===== src/rtl/gin_mcast_buffered.sv =====
// gin_mcast_buffered
// Global input network with an input packet FIFO and persistent multicast
// delivery. Tagged packets {row_tag, col_tag, data} are queued, matched
// against scan-programmed row/column IDs (all-ones tag is a wildcard), and
// delivered to every matching PE. Ready targets are served at once and busy
// targets are retried until all have taken the packet. Packets matching no
// PE are discarded and counted.
//
// Ports
//   clk, rst        clock, asynchronous active-high reset
//   program_en      scan-programming enable ("program" is a reserved word)
//   scan_tag_in     serial ID word, shifted once per cycle while program_en=1
//   in_valid        packet offered
//   in_ready        packet accepted on in_valid & in_ready at an edge
//   in_packet       {row_tag, col_tag, data}, MSB first
//   pe_enable       per-PE write strobe (pending & pe_ready)
//   pe_ready        per-PE can-accept
//   pe_value        packet data, replicated into every PE slice
//   busy            FIFO non-empty or delivery in progress
//   drop_count      saturating count of packets that matched no PE
module gin_mcast_buffered #(
   parameter int unsigned BITWIDTH       = 16,
   parameter int unsigned TAG_LENGTH     = 10,
   parameter int unsigned X_BUS_SIZE     = 4,
   parameter int unsigned Y_BUS_SIZE     = 4,
   parameter int unsigned FIFO_DEPTH     = 4,
   parameter int unsigned DROP_CNT_WIDTH = 8
) (
   input  logic                                       clk,
   input  logic                                       rst,
   input  logic                                       program_en,
   input  logic [TAG_LENGTH-1:0]                      scan_tag_in,
   input  logic                                       in_valid,
   output logic                                       in_ready,
   input  logic [2*TAG_LENGTH+BITWIDTH-1:0]           in_packet,
   output logic [X_BUS_SIZE*Y_BUS_SIZE-1:0]           pe_enable,
   input  logic [X_BUS_SIZE*Y_BUS_SIZE-1:0]           pe_ready,
   output logic [BITWIDTH*X_BUS_SIZE*Y_BUS_SIZE-1:0]  pe_value,
   output logic                                       busy,
   output logic [DROP_CNT_WIDTH-1:0]                  drop_count
);

   localparam int unsigned NUM_PE = X_BUS_SIZE * Y_BUS_SIZE;
   localparam int unsigned N_ID   = Y_BUS_SIZE + NUM_PE;
   localparam int unsigned PKT_W  = 2 * TAG_LENGTH + BITWIDTH;
   localparam int unsigned PTR_W  = (FIFO_DEPTH > 1) ? $clog2(FIFO_DEPTH) : 1;
   localparam int unsigned CNT_W  = PTR_W + 1;

   // ID scan chain: rows first, then column IDs of every PE in row-major order
   logic [TAG_LENGTH-1:0]     id_q [N_ID];
   logic [TAG_LENGTH-1:0]     id_d [N_ID];

   // Input packet FIFO
   logic [PKT_W-1:0]          mem_q [FIFO_DEPTH];
   logic [PKT_W-1:0]          mem_d [FIFO_DEPTH];
   logic [PTR_W-1:0]          rd_ptr_q, rd_ptr_d;
   logic [PTR_W-1:0]          wr_ptr_q, wr_ptr_d;
   logic [CNT_W-1:0]          count_q, count_d;

   // Delivery register
   logic [NUM_PE-1:0]         pending_q, pending_d;
   logic [BITWIDTH-1:0]       data_q, data_d;
   logic [DROP_CNT_WIDTH-1:0] drop_count_q, drop_count_d;

   logic                      fifo_full_c;
   logic                      fifo_empty_c;
   logic                      push_c;
   logic                      pop_c;
   logic                      stall_c;
   logic [PKT_W-1:0]          head_c;
   logic [TAG_LENGTH-1:0]     head_row_c;
   logic [TAG_LENGTH-1:0]     head_col_c;
   logic [BITWIDTH-1:0]       head_data_c;
   logic [NUM_PE-1:0]         match_c;

   // FIFO status and handshake
   assign fifo_full_c  = (count_q == CNT_W'(FIFO_DEPTH));
   assign fifo_empty_c = (count_q == '0);
   assign in_ready     = !fifo_full_c && !program_en && !rst;
   assign push_c       = in_valid && in_ready;

   // Delivery is free once no target is left that cannot take the packet this cycle
   assign stall_c      = |(pending_q & ~pe_ready);
   assign pop_c        = !stall_c && !fifo_empty_c && !program_en;

   // Head-of-queue packet fields
   assign head_c       = mem_q[rd_ptr_q];
   assign head_row_c   = head_c[PKT_W-1 -: TAG_LENGTH];
   assign head_col_c   = head_c[TAG_LENGTH+BITWIDTH-1 -: TAG_LENGTH];
   assign head_data_c  = head_c[BITWIDTH-1:0];

   // Multicast match mask for the head packet; all-ones tag matches any ID
   always_comb begin
      match_c = '0;
      for (int unsigned r = 0; r < Y_BUS_SIZE; r++) begin
         for (int unsigned c = 0; c < X_BUS_SIZE; c++) begin
            match_c[r*X_BUS_SIZE + c] =
               ((head_row_c == id_q[r]) || (&head_row_c)) &&
               ((head_col_c == id_q[Y_BUS_SIZE + r*X_BUS_SIZE + c]) || (&head_col_c));
         end
      end
   end

   // ID chain shift: new word enters at the top and walks towards id[0]
   always_comb begin
      id_d = id_q;
      if (program_en) begin
         for (int unsigned k = 0; k < N_ID - 1; k++) begin
            id_d[k] = id_q[k+1];
         end
         id_d[N_ID-1] = scan_tag_in;
      end
   end

   // FIFO next state
   always_comb begin
      mem_d    = mem_q;
      wr_ptr_d = wr_ptr_q;
      rd_ptr_d = rd_ptr_q;
      if (push_c) begin
         mem_d[wr_ptr_q] = in_packet;
         wr_ptr_d        = wr_ptr_q + PTR_W'(1);
      end
      if (pop_c) begin
         rd_ptr_d = rd_ptr_q + PTR_W'(1);
      end
      count_d = count_q + CNT_W'(push_c) - CNT_W'(pop_c);
   end

   // Delivery next state: served targets clear, a pop either loads or drops
   always_comb begin
      pending_d    = pending_q & ~pe_ready;
      data_d       = data_q;
      drop_count_d = drop_count_q;
      if (pop_c) begin
         if (|match_c) begin
            pending_d = match_c;
            data_d    = head_data_c;
         end else if (drop_count_q != '1) begin
            drop_count_d = drop_count_q + DROP_CNT_WIDTH'(1);
         end
      end
   end

   always_ff @(posedge clk or posedge rst) begin
      if (rst) begin
         for (int unsigned k = 0; k < N_ID; k++) begin
            id_q[k] <= '0;
         end
         for (int unsigned k = 0; k < FIFO_DEPTH; k++) begin
            mem_q[k] <= '0;
         end
         rd_ptr_q     <= '0;
         wr_ptr_q     <= '0;
         count_q      <= '0;
         pending_q    <= '0;
         data_q       <= '0;
         drop_count_q <= '0;
      end else begin
         id_q         <= id_d;
         mem_q        <= mem_d;
         rd_ptr_q     <= rd_ptr_d;
         wr_ptr_q     <= wr_ptr_d;
         count_q      <= count_d;
         pending_q    <= pending_d;
         data_q       <= data_d;
         drop_count_q <= drop_count_d;
      end
   end

   // Outputs
   assign pe_enable  = pending_q & pe_ready;
   assign busy       = !fifo_empty_c || (|pending_q);
   assign drop_count = drop_count_q;

   for (genvar g = 0; g < NUM_PE; g++) begin : g_pe_value
      assign pe_value[g*BITWIDTH +: BITWIDTH] = (|pending_q) ? data_q : '0;
   end

endmodule


===== config.mk =====
export PLATFORM = sky130hd
export DESIGN_NAME = gin_mcast_buffered
export DESIGN_NICKNAME = d
export VERILOG_FILES = /design/src/rtl/gin_mcast_buffered.sv
export SDC_FILE = /design/constraint.sdc
export NUM_CORES = 1
export LEC_CHECK = 0
export ABC_AREA = 1
export ABC_CLOCK_PERIOD_IN_PS = 28400
export BUFFER_PORTS_ARGS = -buffer_cell sky130_fd_sc_hd__buf_2
export CORE_ASPECT_RATIO = 1.75
export CORE_MARGIN = 3
export CORE_UTILIZATION = 50
export DETAILED_ROUTE_END_ITERATION = 16
export HOLD_SLACK_MARGIN = 0.15
export PLACE_DENSITY = 0.69
export SLEW_MARGIN = 5
export SYNTH_ARGS = -nofsm -noshare
export SYNTH_HDL_FRONTEND = slang
export SYNTH_SLANG_ARGS = --single-unit

===== constraint.sdc =====
create_clock -name clk -period 28.4 [get_ports clk]
set_input_delay 4.26 -clock clk [delete_from_list [all_inputs] [get_ports clk]]
set_output_delay 4.26 -clock clk [all_outputs]
set_load 0.03 [all_outputs]

Word-level counts from Yosys, hierarchy flattened
Cells that the tools add are included.
- register bits after elaboration: 391
- logic and storage cells: 131
- output and inout bits: 282
- $lt $le $gt $ge: 3
- multiplexer cells: 9
- add/sub/neg operators: 5
- bitwise operators: 6
- reductions and logical operators: 56
- eq/ne operators: 22
- operators with widths (kind ; number):
    $eq 10x10->1 ; 20
    $bwmux 144 ; 1
    $mux 36 ; 3
    $bmux 36 s2 ; 1
    $demux 36 s2 ; 1
    $mux 16 ; 3
    $reduce_or 16->1 ; 3
    $and 16x16->16 ; 2
    $logic_and 1x1->1 ; 22
    $logic_or 1x1->1 ; 21
    $reduce_and 10->1 ; 2
    $not 16->16 ; 1
    $add 8x1->8 const B ; 1
    $ne 8x8->1 const B ; 1
    $ge 3x3->1 const B ; 2
    $not 2->3 ; 2
    $logic_not 1->1 ; 5
    $add 2x1->2 const B ; 2
    $add 3x1->3 ; 1
    $eq 3x3->1 const B ; 1
    $logic_not 3->1 ; 1
    $lt 3x1->1 const B ; 1
    $reduce_and 3->1 ; 1
    $sub 3x1->3 ; 1
    other kinds (2) ; 2

Longest topological paths before layout
Gate-level depths: netlist (run 1).
- depth after elaboration: 10
- depth in mapped cells: 22

Least setup slack after synthesis (run 1)
Ideal clock, no wire load.
- path type: input-to-output
- start: in program_en
- end: out in_ready
- buffers on the path: 1
- required time: 24.140 ns
- setup slack: 18.896 ns
- arrival time: 5.244 ns
- stages: 2
- cells stage by stage: clkbuf_1 > a211oi_1
- word-level cells in the longest chain between the ends: 3
- RTL lines (what ; RTL line ; text):
    start: declaration ; 31 ; input logic program_en,
    $logic_not 1->1 ; 79 ; assign in_ready = !fifo_full_c && !program_en && !rst;
    $logic_and 1x1->1 (2 in a row) ; 79 ;
    end: declaration ; 34 ; output logic in_ready,
Every way passes these cells.

Final worst setup path (run 1)
Ends and elaborated chain as after synthesis.

==> flow_summary.toml, run 1 <==
[logic_synthesis]
yosys_warnings = 0
syn_inst = 2713
yosysMostFrequentCell = "nand2_1"
synth-edff-count = 0
synth_top_area_share_pct = 44.68
async_flop_share_pct = 100.0
synth.distinct_cells = 32
synthFlopType = "dfrtp_1"
synth.net_count = 2787
avgSynthCellArea_um2 = 8.072
synth_area_leaders = "dfrtp_1, nand2_1, buf_4"
synth.cell_area_um2 = 21900
ys_seq_area_share_pct = 44.68
synth-seq-cells = 391
synthTopCellsByCount = "nand2_1, dfrtp_1, inv_1"
yosysTopAreaCell = "dfrtp_1"

[timing]
finalSetupTns_ns = 0
final_max_slew_viol_count = 0
fmax_mhz = 103.8
tightest_slew_ns = 1.189
slew_headroom_pct = 20.47
fin_crit_sh_pct = 33.93
finClkSkew_ns = 0.02365
setup_violations = 0
whs_ns = 0.4721
period_minus_slack_ns = 9.635
hold_viol = 0
rsz0062_at_grt = "no"

[setup_path]
cp.arrival_ns = 5.37
critPathLaunchType = "primary input"
path_max_fanout = 172
critPathCaptureType = "output port"
crit_required_ns = 24.14
crit_chain = "buf_8, a211oi_1, buf_2"
slowest_delay_ns = 0.51
slowest_stage = "a211oi_1"
crit_type = "in2out"

[global_routing]
grt_max_degree = 173
grt_pass1_vias = 17610
antenna_found_initial = 3
grt_first_pass_wirelength_mm = 93.18
grt_use_total_pct = 25.24
grt_overflow = 0

[power_and_ir_drop]
leakagePower_nw = 12.41
peakVddDrop_mv = 0.06681
intPower_w = 0.001344
p_sw_share_pct = 42.76
p_clk_share_pct = 23.0
power_frac_seq_pct = 34.2
p_comb_share_pct = 42.8
powerDensity_nw_per_um2 = 100.0
switchingPower_w = 0.001004

[cells_and_area]
post-route-util_pct = 54.69
drive_gt1_share_pct = 22.02
area_growth_pct = 7.182
fin_nets = 2835
fillers = 4018

[clock_network]
cts_tree = "built"
clkSinkCount = 391
clock_latency_ns = 0.56
clk_pin_slew_ns = 0.06
post_cts_buffers = 0
ctsLongestPathBuffers = 3
cts_resized = 0
htree_levels = 2
cts_root_buffer = "clkbuf_16"
cts_hold_buf = 0
numCtsBuffers = 39

[floorplanning]
die_w_um = 164.2
die_area_um2 = 46450
rows = 100
coreArea_um2 = 42920
start_util_pct = 51.03
ios = 348
die_h_um = 282.9

[run_status]
status = "completed"

[hold_path]
hold_class = "reg2reg"

[drt]
wire_per_inst_um = 17.58
vias = 17880
drc = 0
first_pass_iters = 6
drt-vias-per-instance = 5.336
routed_wl_mm = 58.91
ant_nets = 0
drtIter0Drc = 1155

[place]
gp_congestion = 0.9578
port_buffers = 347
dpl.hpwl_mm = 41.50

[flow_run]
drv_cap = 0
==> worst paths after layout <==
check                                         end  cells after the start               startpoint  slack (ns)
setup / recovery                         in_ready                      3               program_en       18.77
hold / removal              data_q[2]$_DFFE_PP0P_                      2    data_q[2]$_DFFE_PP0P_        0.47
setup reg to reg            data_q[0]$_DFFE_PP0P_                     19  rd_ptr_q[0]$_DFFE_PP0N_       23.59
hold reg to reg             data_q[2]$_DFFE_PP0P_                      2    data_q[2]$_DFFE_PP0P_        0.47
max in group asynchronous  mem_q[134]$_DFFE_PP0P_                      4                      rst       22.12
min in group asynchronous   mem_q[84]$_DFFE_PP0P_                      2                      rst        4.00
==> kinds of logic (layout without fill, tap and decap cells) <==
logic type | Yosys count | count (layout) | synth area share, %
multiplexers | 144 | 144 | 7.404
buffers and inverters | 637 | 712 | 15.68
XOR/XNOR | 38 | 38 | 1.520
AND/OR/NAND/NOR | 1239 | 1239 | 24.25
adder cells (fa/ha/maj) | 8 | 8 | 0.4913
AO/OA/AOI/OAI | 256 | 256 | 5.976
flip-flops | 391 | 391 | 44.68
other | 0 | 1 | 0
==> cell type report <==
type	instances	area, um^2	area share (%)
antenna	1	2.502	0.01066
clock buffer	56	1131	4.819
clock inverter	12	178.9	0.7623
inverter	282	1071	4.563
multi-input combinational	1685	8730	37.19
sequential	391	9786	41.69
tap	561	701.9	2.990
timing repair buffer	362	1872	7.974
==> sequential cells by signal, indices dropped and copies added (netlist names) <==
signal / flops
count_q: 3
mem_q: 144
rd_ptr_q: 2
wr_ptr_q: 2
drop_count: 8
pending_q: 16
id_q: 200
data_q: 16
==> power by group through the flow <==
stage / Sequential (W) / Combinational (W) / Clock [W]
finish: 0.000803 / 0.00101 / 0.000539
global route: 0.000823 / 0.00111 / 0.000569
global placement: 0.000803 / 0.000978 / 0
detailed placement: 0.000811 / 0.00100 / 0
floorplan: 0.000792 / 0.000741 / 0
CTS: 0.000803 / 0.00100 / 0.000548
==> per-stage QoR <==
stage	setup slack (ns)	instance area, um^2	instances	power (W)
2_1_floorplan	13.27	21900	2713	0.001533
3_3_place_gp	18.73	22160	3281	0.001781
3_5_place_dp	18.72	22160	3281	0.001812
4_1_cts	18.72	23470	3349	0.002355
5_1_grt	18.71	23470	3349	0.002504
6_report	18.77	23470	3350	0.002347
==> worst max-delay path: cells and delay by family <==
| family | cells | cell delay [ns] |
|---|---|---|
| compound gates | 1 | 0.51 |
| buf+inv | 2 | 0.56 |
==> routing by layer <==
metal / up-vias / global-route usage, % / share of wire (%) / routed length (um)
li1: 8466 / - / - / -
met1: 8663 / 29.74 / 38 / 22400
met2: 584 / 44.54 / 51 / 30260
met3: 158 / 3.505 / 5.1 / 3022
met4: 4 / 13.02 / 5.4 / 3205
met5: - / 0 / 0.034 / 20
==> layout by cell type, fill, tap and decap left out, types with 4 or more instances in the layout <==
cell type  instances
buf_2            346
buf_4             14
bufinv_16          4
clkbuf_1           9
clkbuf_16         40
clkbuf_8           7
clkinv_2           5
dfrtp_1          390
ha_1               7
inv_1            277
mux2_2           144
nand2_1          765
nand2_2            8
nand3_1          244
nand3_2           20
nand3b_1          16
nand4_1           29
nor2_1           133
nor2_4             4
nor3_1             5
nor4_1             4
o21ai_0          233
o22ai_1           20
xnor2_1            4
xor2_1            34
Power figures use the tool's default switching activity.
==> run 2, diff against run 1 <==
Settings changed: ABC_CLOCK_PERIOD_IN_PS 28400 to 8300, PLACE_DENSITY 0.69 to 0.72.
Clock period 28.4 ns to 8.3 ns, I/O delays scaled along.
==> run 2 against run 1 <==
  * Cell area hardly changed
  * Sequential share of layout area hardly changed
  * Critical path type is now reg2reg
  * Critical endpoint is now data_q[13]$_DFFE_PP0P_
  * Largest cell class unchanged
  * Final cell count is 0.18% higher
  * Largest power group unchanged
  * Non-clock buffer count is 3 higher
==> flow_summary.toml, run 2 (synthesis gave the netlist of run 1 again) <==
[run_status]
status = "completed"

[drt]
drc = 0
routed_wl_mm = 64.30
wire_per_inst_um = 19.16
first_pass_iters = 5
vias = 17900
ant_nets = 0
drtIter0Drc = 1416
drt-vias-per-instance = 5.332

[place]
dpl.hpwl_mm = 46.09
gp_congestion = 0.9414
port_buffers = 347
dpl_cell_area_um2 = 22190

[setup_path]
cp.arrival_ns = 5.14
slowest_stage = "nand2_1"
critPathCaptureType = "register"
crit_chain = "inv_2, buf_4, nand2_1, nand3_1, nand2_1, nor2_1, nand3_2, nand2_1, nand2_1, nand2_1, nor2_1, nand2_2, nor2_8, inv_4, nand2_4, nand2_1, nand2_1"
crit_type = "reg2reg"
path_max_fanout = 48
critPathLaunchType = "register"
cpMostUsedCell = "nand2_1"
crit_required_ns = 8.75
slowest_delay_ns = 0.58

[timing]
finalSetupTns_ns = 0
rsz0062_at_grt = "no"
hold_viol = 0
setup_violations = 0
period_minus_slack_ns = 4.697
final_max_slew_viol_count = 0
tightest_slew_ns = 1.269
slew_headroom_pct = 15.10
fin_crit_sh_pct = 56.59
finClkSkew_ns = 0.01943
fmax_mhz = 212.9

[flow_run]
drv_cap = 0

[power_and_ir_drop]
switchingPower_w = 0.003524
p_comb_share_pct = 43.3
leakagePower_nw = 12.40
p_clk_share_pct = 22.2
intPower_w = 0.004531
p_sw_share_pct = 43.75
power_frac_seq_pct = 34.5
peakVddDrop_mv = 0.2161
powerDensity_nw_per_um2 = 343.4

[clock_network]
clk_pin_slew_ns = 0.06
numCtsBuffers = 38
ctsLongestPathBuffers = 3
cts_tree = "built"
cts_root_buffer = "clkbuf_16"
htree_levels = 2
clock_latency_ns = 0.56
cts_resized = 0
cts_hold_buf = 0
post_cts_buffers = 0
clkSinkCount = 391

[global_routing]
antenna_found_initial = 6
grt_max_degree = 163
grt_use_total_pct = 27.54
grt_overflow = 0
grt_pass1_vias = 17890
grt_first_pass_wirelength_mm = 99.39

[floorplanning]
die_area_um2 = 46450
start_util_pct = 51.03
die_h_um = 282.9
rows = 100
coreArea_um2 = 42920
die_w_um = 164.2
ios = 348

[cells_and_area]
regMostFlops = "id_q"
final_cell_mix = "nand2_1, dfrtp_1, buf_2"
mostFrequentLayoutCell = "nand2_1"
drive_gt1_share_pct = 22.21
area_growth_pct = 7.102
fillers = 3928
final_area_um2 = 23460
largestRegisters = "id_q (200), mem_q (144)"
largest_reg_flops = 200
fin_nets = 2837

[hold_path]
hold_class = "reg2reg"
[run 2: power groups by stage]
stage,clock network [W],registers (W),logic (W)
CTS,0.00181,0.00278,0.00349
global route,0.00189,0.00284,0.00387
finish,0.00179,0.00278,0.00349
detailed placement,0,0.00280,0.00347
global placement,0,0.00277,0.00341
floorplan,0,0.00271,0.00254
[run 2: critical path, delay by kind of cell (launching register included)]
family | cells | cell delay [ns]
buffers and inverters | 3 | 1.22
flip-flops | 1 | 0.56
AND/OR/NAND/NOR | 14 | 2.77
[run 2: final timing paths]
check / startpoint / to / slack [ns] / depth (start not counted)
min in group asynchronous: rst / count_q[0]$_DFF_PP0_ / 0.92 / 3
max in group asynchronous: rst / mem_q[67]$_DFFE_PP0P_ / 5.81 / 4
hold / removal: data_q[12]$_DFFE_PP0P_ / data_q[12]$_DFFE_PP0P_ / 0.48 / 2
setup / recovery: rd_ptr_q[0]$_DFFE_PP0N_ / data_q[13]$_DFFE_PP0P_ / 3.60 / 17
setup reg to reg: rd_ptr_q[0]$_DFFE_PP0N_ / data_q[13]$_DFFE_PP0P_ / 3.60 / 17
hold reg to reg: data_q[12]$_DFFE_PP0P_ / data_q[12]$_DFFE_PP0P_ / 0.48 / 2
[run 2: final cells by class]
| type | instances | area [um^2] | share of cell area (%) |
|---|---|---|---|
| Antenna cell | 4 | 10.01 | 0.04268 |
| Clock buffer | 52 | 1074 | 4.577 |
| Clock inverter | 16 | 177.7 | 0.7575 |
| Inverter | 282 | 1067 | 4.550 |
| Multi-Input combinational cell | 1685 | 8732 | 37.23 |
| Sequential cell | 391 | 9786 | 41.72 |
| Tap cell | 561 | 701.9 | 2.993 |
| Timing Repair Buffer | 365 | 1907 | 8.130 |
[run 2: metrics by stage]
stage / utilization (%) / power, W / worst slack (ns) / instances / hold slack, ns
3_5_place_dp: 51.71 / 0.006275 / 3.702 / 3284 / 0.4592
2_1_floorplan: - / 0.005245 / 1.795 / 2713 / 0.4419
3_3_place_gp: 51.71 / 0.006179 / 3.774 / 3284 / 0.4574
6_report: 54.65 / 0.008055 / 3.603 / 3356 / 0.4773
5_1_grt: 54.63 / 0.008597 / 3.223 / 3352 / 0.4919
4_1_cts: 54.63 / 0.008074 / 3.686 / 3352 / 0.4752
[run 2: layer usage]
layer	global-route usage, %	vias up	part of all wire (%)
met1	31.70	8725	38
met2	49.11	541	51
met4	15.13	6	6.0
met3	3.651	146	4.5
li1	-	8477	-
met5	0	-	0.061
